--- src/rtl/layer_sequencer.sv ---
// layer_sequencer: top-level scheduler for the per-layer convolution controllers.
// It launches one layer at a time and waits for that layer's layer_done. Between
// layers it swaps the ping-pong feature-map banks and advances layer_id. A
// watchdog guards every layer. Every output comes straight from a flop.
module layer_sequencer #(
  parameter int NUM_LAYERS = 9,
  parameter int ID_W       = 4,
  parameter int WD_W       = 16
) (
  input  logic            clk,
  input  logic            rst,
  input  logic            start,
  input  logic            layer_done,
  output logic            layer_clr,
  output logic            layer_start,
  output logic [ID_W-1:0] layer_id,
  output logic            bank_sel,
  output logic            busy,
  output logic            net_done,
  output logic            err
);

  typedef enum logic [2:0] {
    ST_IDLE   = 3'd0,
    ST_CLEAR  = 3'd1,
    ST_LAUNCH = 3'd2,
    ST_RUN    = 3'd3,
    ST_SWAP   = 3'd4,
    ST_DONE   = 3'd5,
    ST_ERROR  = 3'd6
  } state_t;

  localparam logic [ID_W-1:0] LAST_ID = ID_W'(NUM_LAYERS - 1);
  localparam logic [ID_W-1:0] ID_ONE  = {{(ID_W-1){1'b0}}, 1'b1};
  localparam logic [WD_W-1:0] WD_MAX  = {WD_W{1'b1}};
  localparam logic [WD_W-1:0] WD_ONE  = {{(WD_W-1){1'b0}}, 1'b1};
  localparam logic [WD_W-1:0] WD_ZERO = {WD_W{1'b0}};

  state_t            state_q, state_d;
  logic [ID_W-1:0]   layer_id_q, layer_id_d;
  logic              bank_sel_q, bank_sel_d;
  logic [WD_W-1:0]   wd_q, wd_d;
  logic [WD_W-1:0]   wd_inc_s;
  logic              layer_clr_q, layer_clr_d;
  logic              layer_start_q, layer_start_d;
  logic              busy_q, busy_d;
  logic              net_done_q, net_done_d;
  logic              err_q, err_d;

  // Next-state, datapath and registered-output decode.
  always_comb begin
    state_d    = state_q;
    layer_id_d = layer_id_q;
    bank_sel_d = bank_sel_q;
    wd_d       = wd_q;
    // wd_inc_s counts the RUN cycles of this layer, including the current one.
    wd_inc_s   = wd_q + WD_ONE;

    case (state_q)
      ST_IDLE, ST_ERROR: begin
        if (start) begin
          state_d    = ST_CLEAR;
          layer_id_d = {ID_W{1'b0}};
          bank_sel_d = 1'b0;
        end else begin
          state_d = state_q;
        end
      end
      ST_CLEAR: begin
        state_d = ST_LAUNCH;
      end
      ST_LAUNCH: begin
        wd_d    = WD_ZERO;
        state_d = ST_RUN;
      end
      ST_RUN: begin
        wd_d = wd_inc_s;
        // A completion in the same cycle as the terminal count wins.
        if (layer_done) begin
          state_d = ST_SWAP;
        end else if (wd_inc_s == WD_MAX) begin
          state_d = ST_ERROR;
        end else begin
          state_d = ST_RUN;
        end
      end
      ST_SWAP: begin
        bank_sel_d = ~bank_sel_q;
        if (layer_id_q == LAST_ID) begin
          state_d = ST_DONE;
        end else begin
          layer_id_d = layer_id_q + ID_ONE;
          state_d    = ST_CLEAR;
        end
      end
      ST_DONE: begin
        state_d = ST_IDLE;
      end
      default: begin
        state_d = ST_IDLE;
      end
    endcase

    // Outputs reflect the state being entered, so each pulse lines up with its state cycle.
    layer_clr_d   = (state_d == ST_CLEAR);
    layer_start_d = (state_d == ST_LAUNCH);
    net_done_d    = (state_d == ST_DONE);
    err_d         = (state_d == ST_ERROR);
    busy_d        = (state_d != ST_IDLE) && (state_d != ST_ERROR);
  end

  // State and output registers with asynchronous reset.
  always_ff @(posedge clk or posedge rst) begin
    if (rst) begin
      state_q       <= ST_IDLE;
      layer_id_q    <= {ID_W{1'b0}};
      bank_sel_q    <= 1'b0;
      wd_q          <= WD_ZERO;
      layer_clr_q   <= 1'b0;
      layer_start_q <= 1'b0;
      busy_q        <= 1'b0;
      net_done_q    <= 1'b0;
      err_q         <= 1'b0;
    end else begin
      state_q       <= state_d;
      layer_id_q    <= layer_id_d;
      bank_sel_q    <= bank_sel_d;
      wd_q          <= wd_d;
      layer_clr_q   <= layer_clr_d;
      layer_start_q <= layer_start_d;
      busy_q        <= busy_d;
      net_done_q    <= net_done_d;
      err_q         <= err_d;
    end
  end

  assign layer_clr   = layer_clr_q;
  assign layer_start = layer_start_q;
  assign layer_id    = layer_id_q;
  assign bank_sel    = bank_sel_q;
  assign busy        = busy_q;
  assign net_done    = net_done_q;
  assign err         = err_q;

endmodule

--- config.mk ---
export PLATFORM = sky130hd
export DESIGN_NAME = layer_sequencer
export DESIGN_NICKNAME = d
export VERILOG_FILES = /design/src/rtl/layer_sequencer.sv
export SDC_FILE = /design/constraint.sdc
export NUM_CORES = 1
export LEC_CHECK = 0
export CAP_MARGIN = 20
export CORE_ASPECT_RATIO = 1.5
export CORE_MARGIN = 2
export CORE_UTILIZATION = 44
export CTS_BUF_LIST = sky130_fd_sc_hd__clkbuf_4 sky130_fd_sc_hd__clkbuf_8
export DETAILED_ROUTE_END_ITERATION = 12
export GPL_ROUTABILITY_DRIVEN = 1
export PLACE_DENSITY = 0.73
export SETUP_SLACK_MARGIN = 0.15
export SLEW_MARGIN = 20
export SYNTH_ARGS = -nofsm -noshare
export SYNTH_HDL_FRONTEND = slang
export SYNTH_SLANG_ARGS = --single-unit
--- constraint.sdc ---
create_clock -name clk -period 2.52 [get_ports clk]
set_input_delay 0.756 -clock clk [delete_from_list [all_inputs] [get_ports clk]]
set_output_delay 0.756 -clock clk [all_outputs]
set_load 0.01 [all_outputs]
; ---- After elaboration in Yosys (flattened, before gate mapping)
; Cells that the tools add are included.
; Widths: inputs -> output; s select.
[totals]
ff_bits = 29
inputBits = 4
word_cells = 45
[classes]
addsub = 2
n_eq_ne = 14
muxes = 11
bitwise_logic = 1
n_reduce_logical = 8
[op_table]
columns = operator, count
row1 = $pmux 16 s2, 1
row2 = $add 16x1->16 const B, 1
row3 = $eq 16x16->1 const B, 1
row4 = $pmux 3 s5, 1
row5 = $eq 3x3->1 const B, 4
row6 = $mux 3, 4
row7 = $eq 3x2->1 const B, 3
row8 = $mux 4, 2
row9 = $pmux 4 s2, 1
row10 = $eq 3x1->1 const B, 2
row11 = $add 4x1->4 const B, 1
row12 = $eq 4x4->1 const B, 1
row13 = $ne 2x2->1 const B, 2
row14 = $reduce_bool 2->1, 2
row15 = $logic_not 3->1, 1
row16 = $ne 3x3->1 const B, 1
row17 = $reduce_and 3->1, 1
row18 = $reduce_bool 3->1, 1
row19 = $pmux 1 s2, 1
row20 = $reduce_and 2->1, 1
row21 = $reduce_or 2->1, 1
row22 = $logic_and 1x1->1, 1
row23 = $mux 1, 1
row24 = $not 1->1, 1

; ---- Depth between registers and ports, before layout
; Gate-level depths: netlist (run 1).
[depth]
word_depth = 7
ltp_mapped = 8
mapped_depth_nobuf = 8

; ---- Worst setup path after synthesis (run 1)
; OpenSTA, ideal clock, no wires.
[synth_path]
path_type = reg2reg
startpoint = register wd_q[0]
endpoint = register busy_q (netlist: busy)
arrival_time_ns = 1.897
required_time_ns = 2.395
slack_ns = 0.498
path_stages_with_launch = 7
n_path_buf = 0
period_less_slack_ns = 2.022
path_cell_list = dfrtp_1 -> ha_1 -> nand3_1 -> or4_1 -> a32o_1 -> o31a_1 -> o21bai_1
[synth_between]
elab_chain_len = 7
word_cells_on_any_way = 8
[synth_lines]
columns = element, line_no
row1 = start: declaration, 42  ; logic [WD_W-1:0] wd_q, wd_d;
row2 = start signal: assignment, 128  ; wd_q <= wd_d;
row3 = $add 16x1->16 (*), 57  ; wd_inc_s = wd_q + WD_ONE;
row4 = $eq 16x16->1 (*), 81  ; end else if (wd_inc_s == WD_MAX) begin
row5 = $mux 3 (*), 81
row6 = $mux 3 (*), 79  ; if (layer_done) begin
row7 = $pmux 3 s5 (*), 59  ; case (state_q)
row8 = via state_d[0], 39  ; state_t state_q, state_d;
row9 = $ne 3x3->1 / $reduce_bool 3->1 (equally long branches), 109  ; busy_d = (state_d != ST_IDLE) && (state_d != ST_ERROR);
row10 = $logic_and 1x1->1 (*), 109
row11 = via busy_d, 46  ; logic busy_q, busy_d;
row12 = end signal: assignment, 131  ; busy_q <= busy_d;
row13 = end: declaration, 46
; Mark *: on every way through the listed nets, which the timed path passes. The rest lies on a longest branch.
; A chain may end at the register's enable or synchronous reset.

; ---- Final worst setup path (run 1)
[layout_path]
startpoint = register wd_q[1]
endpoint = register busy_q (netlist: busy)
; The elaborated chain is that of the path after synthesis.

==> metrics.txt, run 1 <==
CP cell instances=ha_1, nand3_1, or4_1, a32o_1, o31a_1, o21bai_1; warnings from Yosys=0; Hold/Removal Path Class=flip-flop to flip-flop; setup TNS=0 ns; # DRC=0; crit share post-route=86.4%; dominant cells by area after synthesis=dfrtp_1 42%, o21ai_0 5.2%, nand2_1 5.2%; Unique masters post-synth=between 40 and 50; port bufs=13; Post-DP Area=1880 sq um; Final nets=between 200 and 250; CTS tree=done; FF+latch count, synth=29; largest family of logic cells by synthesized area=simple AND/OR/NAND/NOR gates; Slew HR=between 50 and 60%; starting density of the core=between 40% and 50%; Inserted Diodes=0; post-layout util=51.1%; fill cell count=379; vias in the first global route=roughly 1.3k; Die Span Y=around 81 microns; CTS-repair resized insts=0; Peak VDD IR=0.000612 V; CP endpoint kind=flip-flop; Final WS setup=about 0.34 ns; Routed Antenna Nets=0; ys flop type=dfrtp_1; worst slew pin tran=about 0.63 ns; commonest non-fill, non-tap cell in the layout=dfrtp_1; RSZ-0062 raised after global routing=no; CP Class=flip-flop to flip-flop; simple-gate share of the synthesized area=25.6%; postcts setup bufs=0; Die X=~55 microns; Fmax=~460 MHz; compound-cell area share of the yosys netlist=16.4%; vias per cell=5.54; clk_lat worst skew=about 0.28 ns; run status=finished, final reports clean; DP HPWL=about 2500 microns; Vias=between 1k and 1.5k; IO Pins=14; CTS clk-pin slew, worst paths=~0.060 ns; Worst EP arrival=approximately 2.3 ns; Post-Route WL=~3500 microns; endpoints failing hold=0; maxcap violations=0; area of the multi-input gates=about 890 sq um; register area share after synthesis=approximately two fifths; PwrDens=858 nW/um^2; initial antenna violation count=0; Post-Syn Instances=slightly below 200; CTS Buf Count=5; Slew Viols, Final=0; DP Worst Slack=around 0.2 ns; CTS Hold Bufs=0; Syn Std Cell Area=roughly 1700 sq um; clk sinks=29; H-tree depth=2; CP peak stage delay=around 0.55 ns; die area=approximately 4500 sq um; pin count of the biggest net entering global routing=30; grt total ovfl=0; Setup crit start=wd_q[1]; Startpoint Class=flip-flop; Synth Area in XOR/XNOR=a little over 3%; count of flip-flops with a built-in enable after synthesis=0; Reg-to-Reg Start=wd_q[1]; Final Wtd Congestion=approximately 0.77; clock skew=between 0.002 and 0.003 ns; post-synthesis mux area share=roughly 3.5%; post-synth top area share=a little over two fifths; Post-synth ARST share=100%; final setup violation count=0; Worst Path Required=between 2 and 3 ns; clock root cell=clkbuf_8; leakage power=between 0.8 and 0.9 nW; hold_sp=bank_sel; row cnt=28; Clock Tree Buf Depth=2; Routed WL per cell=approximately 14 microns; largest area contributor in the netlist=dfrtp_1; total global-route track usage=~17%; syn avg cell area=8.95 sq um; share of layout cells above drive strength 1=between 10% and 20%; commonest cells after routing, fill and taps aside=29 x dfrtp_1, 24 x nand2_1, 18 x o21ai_0; Final Critical Period=around 2.2 ns; first-pass GRT wire length=5910 microns; area grow syn2layout=13.5%; Final Cell Area=1970 sq um; DRT iter0 DRCs=18; Synth Net Count=about 200; Core ar.=3850 sq um; worst-path maximum fanout=6; DR pass1 iterations=4; adder-cell area share of the yosys netlist=2.88%; R2R Setup Slk=0.34 ns; Seq. cell area=726 sq um; slowest stage cell, crit path=or4_1
## critical path, delay by kind of cell (launching register included)
family                     cells  cell delay [ns]
AOI/OAI and AO/OA              3             0.74
adders and majority gates      1             0.22
DFF                            1             0.45
and+or+nand+nor                2             0.66
## through the flow
stage               hold WS (ns)  cells  power [mW]
finish                     0.534    254        1.69
detailed placement         0.518    246        1.33
floorplan                  0.474    194        1.10
global placement           0.512    246        1.33
global route               0.553    254        1.81
CTS                        0.537    254        1.71
## final timing paths
| kind | depth (start not counted) | endpoint |
|---|---|---|
| setup / recovery | 6 | busy |
| hold / removal | 1 | bank_sel |
| setup reg to reg | 6 | busy |
| hold reg to reg | 1 | bank_sel |
| max in group asynchronous | 3 | state_q[2] |
| min in group asynchronous | 3 | wd_q[12] |
## synth_stat cells, types with 4 or more instances
cell type	number
nor3_1	4
o21ai_0	18
clkbuf_1	5
nand2_1	24
mux2i_1	5
dfrtp_1	29
nand4_1	6
o31ai_1	6
ha_1	4
a21o_1	7
nand3_1	12
nand2b_1	4
inv_1	9
nor2_1	14
## final cells by class
| type | instances | area share (%) |
|---|---|---|
| multi-input combinational | 144 | 45.3 |
| sequential | 29 | 36.8 |
| timing repair buffer | 19 | 8.89 |
| clock buffer | 5 | 3.49 |
| tap | 45 | 2.86 |
| inverter | 9 | 1.71 |
| clock inverter | 3 | 0.889 |
## registers in the layout (all words and copies together), names as in the netlist
name and count:
bank_sel 1, busy 1, err 1, layer_clr 1, layer_id 4, layer_start 1, net_done 1, state_q 3
wd_q 16
## cell families (layout without fill, tap and decap cells)
family / after synthesis / in the layout
buffers and inverters: 21 / 36
flip-flops: 29 / 29
XOR/XNOR: 6 / 6
AO/OA/AOI/OAI: 44 / 44
multiplexers: 6 / 6
adder cells (fa/ha/maj): 4 / 4
AND/OR/NAND/NOR: 84 / 84
## report_power, final
group	internal [mW]	switching (mW)
clock	0.190	0.181
sequential	0.557	0.0942
combinational	0.300	0.368
total	1.05	0.644
## layer usage
| metal | wire length [microns] | share of wire (%) | up-vias | track usage [%] |
|---|---|---|---|---|
| li1 | - | - | 717 | - |
| met1 | 1440 | 42 | 663 | 18.0 |
| met2 | 1850 | 53 | 20 | 32.0 |
| met3 | 86 | 2.5 | 7 | 3.34 |
| met4 | 94 | 2.7 | 0 | 9.51 |
| met5 | 0 | 0 | - | 0 |
(Power assumes the default switching activity.)
==> run 2: changes to the inputs <==
--- a/config.mk
+++ b/config.mk
@@ -12,6 +12,7 @@
 export CTS_BUF_LIST = sky130_fd_sc_hd__clkbuf_4 sky130_fd_sc_hd__clkbuf_8
 export DETAILED_ROUTE_END_ITERATION = 12
 export GPL_ROUTABILITY_DRIVEN = 1
+export GPL_TIMING_DRIVEN = 0
 export PLACE_DENSITY = 0.73
 export SETUP_SLACK_MARGIN = 0.15
 export SLEW_MARGIN = 20
==> run 2 against run 1 <==
  * Register-to-register slack lost 0.02 ns
  * Via count is 3.7% higher
  * Combinational power increased by 5.5%
  * Flip-flop and latch count is the same
==> metrics.txt, run 2 (synthesized netlist as in run 1, its figures left out) <==
max reg flops=16; die area=between 4000 and 5000 sq um; run status=finished, final reports clean; Final nets=roughly 220; PwrDens=867 nW/um^2; sw frac=38.2%; initial antenna violation count=0; CTS clk-pin slew, worst paths=around 0.060 ns; CTS Buf Count=5; share of total power in sequential cells=a little under two fifths; CTS tree=done; clock skew=around 0.0041 ns; Reg with most FFs=wd_q; hold_sp=wd_q[14]; CTS Hold Bufs=0; Clock Tree Buf Depth=2; share of layout cells above drive strength 1=10.7%; Routed WL per cell=~14 microns; RSZ-0062 raised after global routing=no; commonest non-fill, non-tap cell in the layout=dfrtp_1; vias per cell=between 5 and 6; internal power=about 1.1 mW; Die X=55.3 microns; Slew Viols, Final=0; maxcap violations=0; Peak VDD IR=roughly 0.00080 V; CP endpoint kind=flip-flop; worst slew pin tran=between 0.6 and 0.7 ns; Comb power frac=40.5%; Inserted Diodes=0; Reg-to-Reg Start=wd_q[1]; row cnt=28; pin count of the biggest net entering global routing=30; CP Class=flip-flop to flip-flop; Worst Path Required=between 2 and 3 ns; first-pass GRT wire length=approximately 6400 microns; Post-Route WL=~3700 microns; port bufs=13; Fmax=about 460 MHz; DR pass1 iterations=4; clk_lat worst skew=0.28 ns; Hold/Removal Path Class=flip-flop to flip-flop; H-tree depth=2; Final Critical Period=approximately 2.2 ns; CTS-repair resized insts=0; area grow syn2layout=15.9%; crit share post-route=87.1%; final setup violation count=0; Worst EP arrival=approximately 2.4 ns; Die Span Y=just over 80 microns; Routed Antenna Nets=0; Slew HR=between 50% and 60%; total global-route track usage=18.1%; grt total ovfl=0; Startpoint Class=flip-flop; setup TNS=0 ns; clk sinks=29; Psw=0.666 mW; IO Pins=14; Final Wtd Congestion=a little under 0.9; Vias=1459; total power=1.75 mW; DP HPWL=~2700 microns; DRT iter0 DRCs=34; clock power share=22.9%; commonest cells after routing, fill and taps aside=29 x dfrtp_1, 24 x nand2_1, 18 x o21ai_0; starting density of the core=45.1%; clock root cell=clkbuf_8; # DRC=0; postcts setup bufs=0; leakage power=roughly 0.83 nW; Core ar.=3850 sq um; worst-path maximum fanout=6; endpoints failing hold=0; vias in the first global route=around 1.4k; Setup crit start=wd_q[1]
-- run 2: cell types whose count changed in the layout (fill, tap and decap cells not counted), sizes merged --
cell / change
clkbuf: +11
buf: -3
clkinv: -2
clkinvlp: -1
-- run 2: path summary, 6_finish.rpt --
kind | to | slack (ns) | cells past startpoint
max | busy | 0.32 | 6
min | wd_q[14] | 0.53 | 1
max reg2reg | busy | 0.32 | 6
min reg2reg | wd_q[14] | 0.53 | 1
max in group asynchronous | wd_q[12] | 1.25 | 2
min in group asynchronous | layer_clr | 0.87 | 2
-- run 2: worst max-delay path: stages (launching register included) --
cell and delay, ns:
dfrtp_1 0.45, ha_1 0.22, nand3_1 0.13, or4_1 0.55
a32o_1 0.27, o31a_1 0.30, o21bai_1 0.15
-- run 2: final cells by class --
type                    instances  area (sq um)
plain buffers                  12          83.8
clock buffers                   7          90.1
fillers                       353          1840
inverters                       9          33.8
multi-input cells             144           893
flip-flops and latches         29           726
well taps                      45          56.3
repair buffers                 13           130
-- run 2: per-layer routing --
layer  track usage (%)  share of wire [%]
met5                 0                  0
met4              11.7                2.7
met1              18.3                 40
met3              3.98                2.9
met2              33.2                 54
-- run 2: power by group through the flow --
stage | logic [mW] | registers, mW | clock network (mW)
detailed placement | 0.708 | 0.646 | 0
floorplan | 0.450 | 0.655 | 0
global route | 0.793 | 0.653 | 0.429
global placement | 0.700 | 0.646 | 0
CTS | 0.713 | 0.639 | 0.407
finish | 0.706 | 0.640 | 0.399
-- run 2: metrics by stage --
stage	utilization (%)	setup WS (ns)	std cells	hold slack (ns)	instance area, sq um
2_1_floorplan	-	0.498	194	0.474	1740
3_3_place_gp	49.9	0.199	252	0.510	1920
3_5_place_dp	49.9	0.191	252	0.522	1920
4_1_cts	52.2	0.316	259	0.530	2010
5_1_grt	52.2	0.183	259	0.554	2010
6_report	52.2	0.324	259	0.530	2010
